File: src/rtl/envelope_follower.sv
// Envelope follower: rectifies each audio sample and slews a level toward it, plus hysteretic gate and peak meter.
// Latency: level reflects the sample taken on the same edge; gate lags level by one edge; peak updates on the same edge.
// Backpressure: none; one sample is consumed on every sample_clock edge.
module envelope_follower #(
  parameter int BITDEPTH     = 14,
  parameter int HYST         = 8,
  parameter int HOLD_SAMPLES = 64
) (
  input  logic                sample_clock,
  input  logic                rst,
  input  logic [BITDEPTH-1:0] in,
  input  logic [7:0]          attack,
  input  logic [7:0]          release_rate,
  input  logic [7:0]          threshold,
  input  logic                peak_clear,
  output logic [7:0]          level,
  output logic                gate,
  output logic [7:0]          peak
);

  // Hold counter only needs to reach HOLD_SAMPLES-1; keep at least one bit.
  localparam int HCW = (HOLD_SAMPLES > 1) ? $clog2(HOLD_SAMPLES) : 1;
  localparam logic [HCW-1:0] HOLD_LAST = HCW'((HOLD_SAMPLES > 0) ? HOLD_SAMPLES - 1 : 0);
  localparam logic [7:0] HYST_W = 8'(HYST);
  localparam logic [BITDEPTH-1:0] MOST_NEG = {1'b1, {(BITDEPTH-1){1'b0}}};

  typedef enum logic [1:0] {
    CLOSED = 2'd0,
    OPEN   = 2'd1,
    HOLD   = 2'd2
  } gate_state_t;

  gate_state_t     state;
  logic [HCW-1:0]  hold_cnt;
  logic [15:0]     acc;
  logic [15:0]     acc_nxt;
  logic [15:0]     tgt_full;
  logic [16:0]     tgt_ext;
  logic [16:0]     acc_up;
  logic [16:0]     acc_dn;
  logic [BITDEPTH-2:0] neg_mag;
  logic [BITDEPTH-2:0] mag;
  logic [7:0]      target;
  logic [7:0]      close_th;

  assign level = acc[15:8];

  // Rectify: the most-negative code has no positive twin, so it saturates to full scale.
  always_comb begin
    neg_mag = -in[BITDEPTH-2:0];
    if (in == MOST_NEG) begin
      mag = '1;
    end else if (in[BITDEPTH-1]) begin
      mag = neg_mag;
    end else begin
      mag = in[BITDEPTH-2:0];
    end
    target = 8'(mag >> (BITDEPTH - 9));
  end

  // Slew toward the target with a 17-bit intermediate so a step can never wrap or overshoot.
  always_comb begin
    tgt_full = {target, 8'h00};
    tgt_ext  = {1'b0, tgt_full};
    acc_up   = {1'b0, acc} + {9'd0, attack} + 17'd1;
    acc_dn   = {1'b0, acc} - {9'd0, release_rate} - 17'd1;
    acc_nxt  = acc;
    if (acc < tgt_full) begin
      acc_nxt = (acc_up >= tgt_ext) ? tgt_full : acc_up[15:0];
    end else if (acc > tgt_full) begin
      acc_nxt = (acc_dn[16] || (acc_dn < tgt_ext)) ? tgt_full : acc_dn[15:0];
    end
  end

  // Close threshold sits HYST below the open threshold, floored at zero.
  always_comb begin
    close_th = (threshold > HYST_W) ? (threshold - HYST_W) : 8'd0;
  end

  // Envelope accumulator register.
  always_ff @(posedge sample_clock or negedge rst) begin
    if (!rst) begin
      acc <= 16'd0;
    end else begin
      acc <= acc_nxt;
    end
  end

  // Peak meter: a clear loads the current target so the sample on that edge is not lost.
  always_ff @(posedge sample_clock or negedge rst) begin
    if (!rst) begin
      peak <= 8'd0;
    end else if (peak_clear) begin
      peak <= target;
    end else if (target > peak) begin
      peak <= target;
    end
  end

  // Gate FSM on the registered level; gate is driven from the same register update.
  always_ff @(posedge sample_clock or negedge rst) begin
    if (!rst) begin
      state    <= CLOSED;
      hold_cnt <= '0;
      gate     <= 1'b0;
    end else begin
      case (state)
        CLOSED: begin
          if (level >= threshold) begin
            state <= OPEN;
            gate  <= 1'b1;
          end else begin
            gate  <= 1'b0;
          end
        end
        OPEN: begin
          gate <= 1'b1;
          if (level < close_th) begin
            if (HOLD_SAMPLES == 0) begin
              state <= CLOSED;
              gate  <= 1'b0;
            end else begin
              state    <= HOLD;
              hold_cnt <= '0;
            end
          end
        end
        HOLD: begin
          if (level >= close_th) begin
            state <= OPEN;
            gate  <= 1'b1;
          end else if (hold_cnt == HOLD_LAST) begin
            state <= CLOSED;
            gate  <= 1'b0;
          end else begin
            hold_cnt <= hold_cnt + HCW'(1);
            gate     <= 1'b1;
          end
        end
        default: begin
          state <= CLOSED;
          gate  <= 1'b0;
        end
      endcase
    end
  end

endmodule
File: config.mk
export PLATFORM = sky130hd
export DESIGN_NAME = envelope_follower
export DESIGN_NICKNAME = d
export VERILOG_FILES = /design/src/rtl/envelope_follower.sv
export SDC_FILE = /design/constraint.sdc
export NUM_CORES = 1
export LEC_CHECK = 0
export ABC_AREA = 1
export CORE_UTILIZATION = 50
export DETAILED_ROUTE_END_ITERATION = 7
export HOLD_SLACK_MARGIN = 0.05
export MAX_ROUTING_LAYER = met4
export PLACE_DENSITY_LB_ADDON = 0.08
export SKIP_LAST_GASP = 1
export SYNTH_ARGS = -nofsm -noshare
export SYNTH_HDL_FRONTEND = slang
export SYNTH_SLANG_ARGS = --single-unit
File: constraint.sdc
create_clock -name sample_clock -period 9.3 [get_ports sample_clock]
set_input_delay 1.86 -clock sample_clock [delete_from_list [all_inputs] [get_ports sample_clock]]
set_output_delay 1.86 -clock sample_clock [all_outputs]
set_load 0.005 [all_outputs]
==> results of run 1 <==
flip-flops by register name (all words and copies together), names as in the netlist:
| signal | cells |
|---|---|
| gate | 1 |
| acc | 16 |
| peak | 8 |
| state | 2 |
| hold_cnt | 6 |
layout by cell type (no fill, tap or decap), drive strengths merged, types with 2 or more instances in the layout:
cell           Yosys  final
inv              114    114
nor4               5      5
bufinv             0      2
clkinv             1      2
nand2            212    212
a21oi             41     41
fa                 2      2
a31oi              3      3
dfrtp             33     33
clkdlybuf4s50      0     57
clkbuf             4      5
mux2               2      2
nand4             17     17
xor2              13     13
nor2              68     68
o21bai             3      3
nand3b             2      2
ha                65     65
or2                5      5
nor3               7      7
nand3             84     84
o21ai             21     21
kinds of logic after synthesis:
| logic type | count (synthesis) | share of synthesized area, % |
|---|---|---|
| xor+xnor | 14 | 2.642 |
| fa+ha+maj | 67 | 18.38 |
| mux | 2 | 0.4851 |
| simple gates | 402 | 38.95 |
| compound gates | 77 | 9.488 |
| flops | 33 | 17.79 |
| buf+inv | 132 | 12.26 |
cells in the mapped netlist (all sizes together):
| library cell | count |
|---|---|
| a211oi | 1 |
| a21o | 1 |
| a21oi | 41 |
| a221oi | 1 |
| a22oi | 1 |
| a31o | 1 |
| a31oi | 3 |
| and2 | 1 |
| buf | 13 |
| clkbuf | 4 |
| clkinv | 1 |
| dfrtp | 33 |
| fa | 2 |
| ha | 65 |
| inv | 114 |
| mux2 | 2 |
| nand2 | 212 |
| nand3 | 84 |
| nand3b | 2 |
| nand4 | 17 |
| nor2 | 68 |
| nor3 | 7 |
| nor3b | 1 |
| nor4 | 5 |
| o211a | 1 |
| o21a | 1 |
| o21ai | 21 |
| o21bai | 3 |
| o31ai | 1 |
| o41ai | 1 |
| or2 | 5 |
| xnor2 | 1 |
| xor2 | 13 |
layer usage:
metal,vias up,part of all wire (%),global-route usage (%)
met5,-,0,-
met4,0,2.3,9.070
met3,36,5.1,3.078
met1,2119,46,35.02
li1,2467,-,-
met2,154,47,45.72
layout make-up:
cell class                      instances  area share (%)
Clock inverter                          3           1.215
Timing Repair Buffer                   58           10.79
Sequential cell                        33           15.42
Clock buffer                            5           1.285
Multi-Input combinational cell        562           60.63
Inverter                              115           8.131
Tap cell                              108           2.523
power by group through the flow:
stage	Combinational, uW	Sequential, uW	Clock [uW]
2_1_floorplan	861	255	0
3_3_place_gp	1060	313	0
3_5_place_dp	1080	313	0
4_1_cts	1080	310	172
5_1_grt	1250	322	179
6_report	1090	311	170
worst max-delay path: cells and delay by family:
| kind | cells | cell delay, ns |
|---|---|---|
| AND/OR/NAND/NOR | 10 | 1.60 |
| adder cells (fa/ha/maj) | 3 | 0.94 |
| buffers and inverters | 3 | 0.59 |
| AO/OA/AOI/OAI | 3 | 0.53 |
| XOR/XNOR | 1 | 0.32 |
per-stage QoR:
step           utilization [%]  power, uW  hold WS (ns)
3_3_place_gp             59.01       1370        0.4563
6_report                 60.52       1572        0.4872
5_1_grt                  60.52       1751        0.4980
4_1_cts                  60.52       1565        0.4699
2_1_floorplan                -       1116        0.4373
3_5_place_dp             59.01       1391        0.4574
worst paths after layout:
| path | start | slack (ns) | end |
|---|---|---|---|
| max | release_rate[0] | 3.67 | acc[0]$_DFFE_PN0P_ |
| min | state[1]$_DFFE_PN0P_ | 0.49 | gate$_DFF_PN0_ |
| max reg2reg | acc[0]$_DFFE_PN0P_ | 5.34 | acc[0]$_DFFE_PN0P_ |
| min reg2reg | state[1]$_DFFE_PN0P_ | 0.49 | gate$_DFF_PN0_ |
| max in group asynchronous | rst | 7.00 | acc[9]$_DFFE_PN0P_ |
| min in group asynchronous | rst | 1.95 | peak[2]$_DFFE_PN0P_ |
==> impl_metrics.tcl, run 1 <==
set metrics [dict create \
    status "complete, but fails checks" \
    violations "design-rule violations" \
    synth_top_area_share_pct 17.79 \
    final_area_um2 5355 \
    place_congestion 0.8962 \
    crit_arrival_ns 5.85 \
    finalSetupViolCount 0 \
    leakage_uw 0.002924 \
    die_width_um 98.36 \
    dp.cells 876 \
    synth_nets 835 \
    vdd_drop_max_mv 0.1105 \
    nets 883 \
    drt_iter0_markers 262 \
    dp_hpwl_um 9976 \
    crit_chain "clkdlybuf4s50_1, inv_1, ha_1, fa_1, nand3_1, nand3_1, nand2_1, nand2_2, nor2_1, xor2_1, inv_1, ha_1, nand2_1, o21ai_0, a21oi_1, nand2_4, nand2_2, nor2_2, nand2_1, a21oi_1" \
    avgSynthCellArea_um2 6.385 \
    cp_max_fo 11 \
    maxSlewViolCount 0 \
    finalHoldViolCount 0 \
    comb_power_share_pct 69.4 \
    grt_usage_pct 27.58 \
    fin_ws_ns 3.670 \
    yosys_warnings 0 \
    seqCellArea_um2 825.8 \
    ys_seq_area_share_pct 17.79 \
    reg2reg_depth 18 \
    dieHeight_um 98.36 \
    max-cap-violations 0 \
    final.min_clock_period_ns 5.630 \
    crit_path_max_incr_delay_ns 0.46 \
    dpl-instance-area_um2 5221 \
    post-route-period-util_pct 60.54 \
    drc 1 \
    synth.area.top_cells "dfrtp_1 (18%), ha_1 (18%), nand2_1 (16%)" \
    cts_buffers 5 \
    wl_per_cell_um 13.95 \
    worst_pin_slew_ns 0.7456 \
    finalClockSkew_ns 0.01174 \
    routed_via_density 5.403 \
    layout.cells.non_filler 884 \
    setup.worst_path.start_class "input port" \
    fmax_mhz 177.6 \
    wl_um 12330 \
    area_growth_pct 15.36 \
    p_int_uw 733.6 \
    antenna_cells 0 \
    num_rows 34 \
    antenna_found_initial 0 \
    crit_path_top_delay_cell "clkdlybuf4s50_1" \
    htree_levels 2 \
    drtAntennaViolNets 0 \
    yosys.cell_types.count 48 \
    sequentialPowerShare_pct 19.8 \
    io_buffers 57 \
    boundaryPins 58 \
    clk_latency_ns 0.30 \
    drt-pass1-iter-count 8 \
    synth_largest_area_cell "dfrtp_1" \
    required_ns 9.52 \
    drive_gt1_share_pct 5.412 \
    pwr_density_cell_nw_per_um2 293.5 \
    max_slew_margin_pct 50.30 \
    postSynthCellCount 727 \
    design.die.area_um2 9674 \
    initial_core_util_pct 52.46 \
    fill_cells 883 \
    path_clk_slew_ns 0.08 \
    cts.sinks 33 \
    grt_pass1_vias 4569 \
    power_switching_share_pct 53.33 \
    multi_input_area_um2 3247 \
    grt_max_degree 34 \
    cts-root-buf "clkbuf_8" \
    hp-class "reg -> reg" \
    critPathKind "in -> reg" \
    grt.overflow.total 0 \
    dpl_worst_slack_ns 3.441 \
    clock_path_buffers 2 \
    tritoncts "yes" \
    switching_power_uw 838.4 \
    synth-seq-cells 33 \
    cts_hold_buffers 0 \
    synth_area_um2 4642 \
    clock_power_share_pct 10.8 \
    cts_setup_buffers 0 \
    rsz0062_at_grt "false" \
    grt_pass1_wl_um 20980 \
    cp_common_cell "nand2_1" \
    critPathCaptureType "register" \
    vias 4776 \
    cts-resized-gates 0 \
    holdPathStages 1 \
    setup-tns-final_ns 0 \
    core-area_um2 8848 \
]
Power figures use the tool's default switching activity.
==> inputs of run 2 (changes only) <==
clock period = 5.45 ns   (was 9.3 ns; I/O delays follow)
==> run 2 against run 1 <==
Against the previous run:
- the flow still finishes with violations (design-rule violations)
- critical endpoint is now acc[3]$_DFFE_PN0P_
- largest power group unchanged
- register-to-register slack worse by 3.9 ns
- sequential share of layout area hardly changed
- sequential power increased by 72%
- highest routed layer unchanged
- non-clock buffer count up 3
- critical path type unchanged
- combinational power grew 72%
- setup slack got worse by 3.1 ns
- via count is 1.3% higher
- flip-flop and latch count is the same
- cell count up 0.34%
==> impl_metrics.tcl, run 2 (synthesis gave the netlist of run 1 again) <==
set metrics [dict create \
    tritoncts "yes" \
    largest_reg_flops 16 \
    fill_cells 870 \
    io_buffers 57 \
    drc 3 \
    mostFrequentLayoutCell "nand2_1" \
    r2r_end "acc[3]$_DFFE_PN0P_" \
    design.die.area_um2 9674 \
    required_ns 5.67 \
    boundaryPins 58 \
    grt_usage_pct 28.04 \
    path_clk_slew_ns 0.08 \
    dp_hpwl_um 10250 \
    rrSetupSlack_ns 1.40 \
    holdWs_ns 0.4833 \
    grt.overflow.total 0 \
    min_to "gate$_DFF_PN0_" \
    die_width_um 98.36 \
    status "complete, but fails checks" \
    initial_core_util_pct 52.46 \
    holdPathStages 1 \
    antenna_found_initial 0 \
    power_switching_share_pct 54.44 \
    setup-tns-final_ns 0 \
    cts-resized-gates 0 \
    drt_iter0_markers 230 \
    seqCellArea_um2 825.8 \
    pwr_density_cell_nw_per_um2 494.4 \
    top_register "acc" \
    vias 4840 \
    area_growth_pct 15.44 \
    largestRegisters "acc: 16 flops, peak: 8 flops, hold_cnt: 6 flops" \
    reg2reg_depth 21 \
    cts_setup_buffers 0 \
    drtAntennaViolNets 0 \
    htree_levels 2 \
    wl_per_cell_um 14.24 \
    cts_hold_buffers 0 \
    wl_um 12630 \
    comb_power_share_pct 70.6 \
    fin_ws_ns 0.6184 \
    drt-pass1-iter-count 7 \
    num_rows 34 \
    cts_buffers 5 \
    finalSetupViolCount 0 \
    post-route-period-util_pct 88.65 \
    finalClockSkew_ns 0.01429 \
    final.min_clock_period_ns 4.832 \
    critPathKind "in -> reg" \
    nets 886 \
    r2r-start "acc[0]$_DFFE_PN0P_" \
    worst_pin_slew_ns 0.6031 \
    hp-class "reg -> reg" \
    critPathCaptureType "register" \
    dpl_worst_slack_ns 0.3620 \
    grt_pass1_vias 4552 \
    cp_max_fo 11 \
    vdd_drop_max_mv 0.2011 \
    rsz0062_at_grt "false" \
    sequentialPowerShare_pct 20.2 \
    fmax_mhz 207.0 \
    place_congestion 0.9184 \
    final_cell_mix "nand2_1 (204), inv_1 (112), nand3_1 (80), ha_1 (65), nor2_1 (64)" \
    grt_pass1_wl_um 21170 \
    clk_latency_ns 0.30 \
    leakage_uw 0.002925 \
    finalHoldViolCount 0 \
    switching_power_uw 1442 \
    max-cap-violations 0 \
    multi_input_area_um2 3247 \
    routed_via_density 5.457 \
    clock_power_share_pct 9.2 \
    worstHoldStart "state[1]$_DFFE_PN0P_" \
    cts.sinks 33 \
    cts-root-buf "clkbuf_8" \
    setup.worst_path.start_class "input port" \
    clock_path_buffers 2 \
    antenna_cells 0 \
    violations "design-rule violations" \
    p_int_uw 1207 \
    dieHeight_um 98.36 \
    crit_arrival_ns 5.05 \
    grt_max_degree 34 \
    drive_gt1_share_pct 5.777 \
    max_slew_margin_pct 59.42 \
    maxSlewViolCount 0 \
    core-area_um2 8848 \
]
run 2: layout make-up:
| cell class | count | share of cell area, % |
|---|---|---|
| clock inverter | 3 | 0.8639 |
| multi-input combinational | 562 | 60.59 |
| timing repair buffer | 61 | 11.21 |
| inverter | 115 | 8.125 |
| tap | 108 | 2.522 |
| sequential | 33 | 15.41 |
| clock buffer | 5 | 1.284 |
run 2: critical path, cell delays in order:
cell and delay, ns:
clkdlybuf4s50_1 0.45, inv_1 0.04, ha_1 0.18, inv_1 0.13
fa_1 0.24, nand3_1 0.11, nand2_1 0.15, nand3_1 0.11
nand2_1 0.14, nand3_1 0.09, xor2_1 0.21, inv_1 0.06
ha_1 0.30, nand2_1 0.10, inv_1 0.04, nand2_1 0.05
nand2_1 0.05, a21oi_1 0.43, nand3_2 0.30, nor2_2 0.40
nand3_1 0.18, a21oi_1 0.19
run 2: worst max path at each step:
| stage | startpoint | slack, ns | cells past startpoint | endpoint |
|---|---|---|---|---|
| after detailed placement | attack[0] | 0.36 | 22 | acc[3]$_DFFE_PN0P_ |
| after CTS | attack[0] | 0.65 | 22 | acc[3]$_DFFE_PN0P_ |
| after global placement | attack[0] | 0.40 | 22 | acc[3]$_DFFE_PN0P_ |
| final | attack[0] | 0.62 | 22 | acc[3]$_DFFE_PN0P_ |
| after global routing | attack[0] | 0.14 | 24 | acc[3]$_DFFE_PN0P_ |
| after floorplan | release_rate[0] | 1.55 | 24 | acc[14]$_DFFE_PN0P_ |
run 2: power groups by stage:
stage / Clock [uW] / Sequential (uW) / Combinational, uW
CTS: 247 / 530 / 1860
detailed placement: 0 / 535 / 1850
finish: 244 / 535 / 1870
global placement: 0 / 534 / 1820
global route: 253 / 548 / 2140
floorplan: 0 / 434 / 1470
run 2: through the flow:
step / cells / cell area [um2] / util, % / power [uW]
2_1_floorplan: 727 / 4642 / - / 1904
3_3_place_gp: 879 / 5244 / 59.26 / 2358
3_5_place_dp: 879 / 5244 / 59.26 / 2387
4_1_cts: 887 / 5359 / 60.56 / 2640
5_1_grt: 887 / 5359 / 60.56 / 2940
6_report: 887 / 5359 / 60.56 / 2649
run 2: per-layer routing:
layer | up-vias | track usage [%] | share of wire (%)
li1 | 2466 | - | -
met1 | 2216 | 36.34 | 48
met2 | 131 | 46.53 | 46
met3 | 27 | 3.150 | 4.9
met4 | 0 | 7.233 | 1.9
met5 | - | - | 0
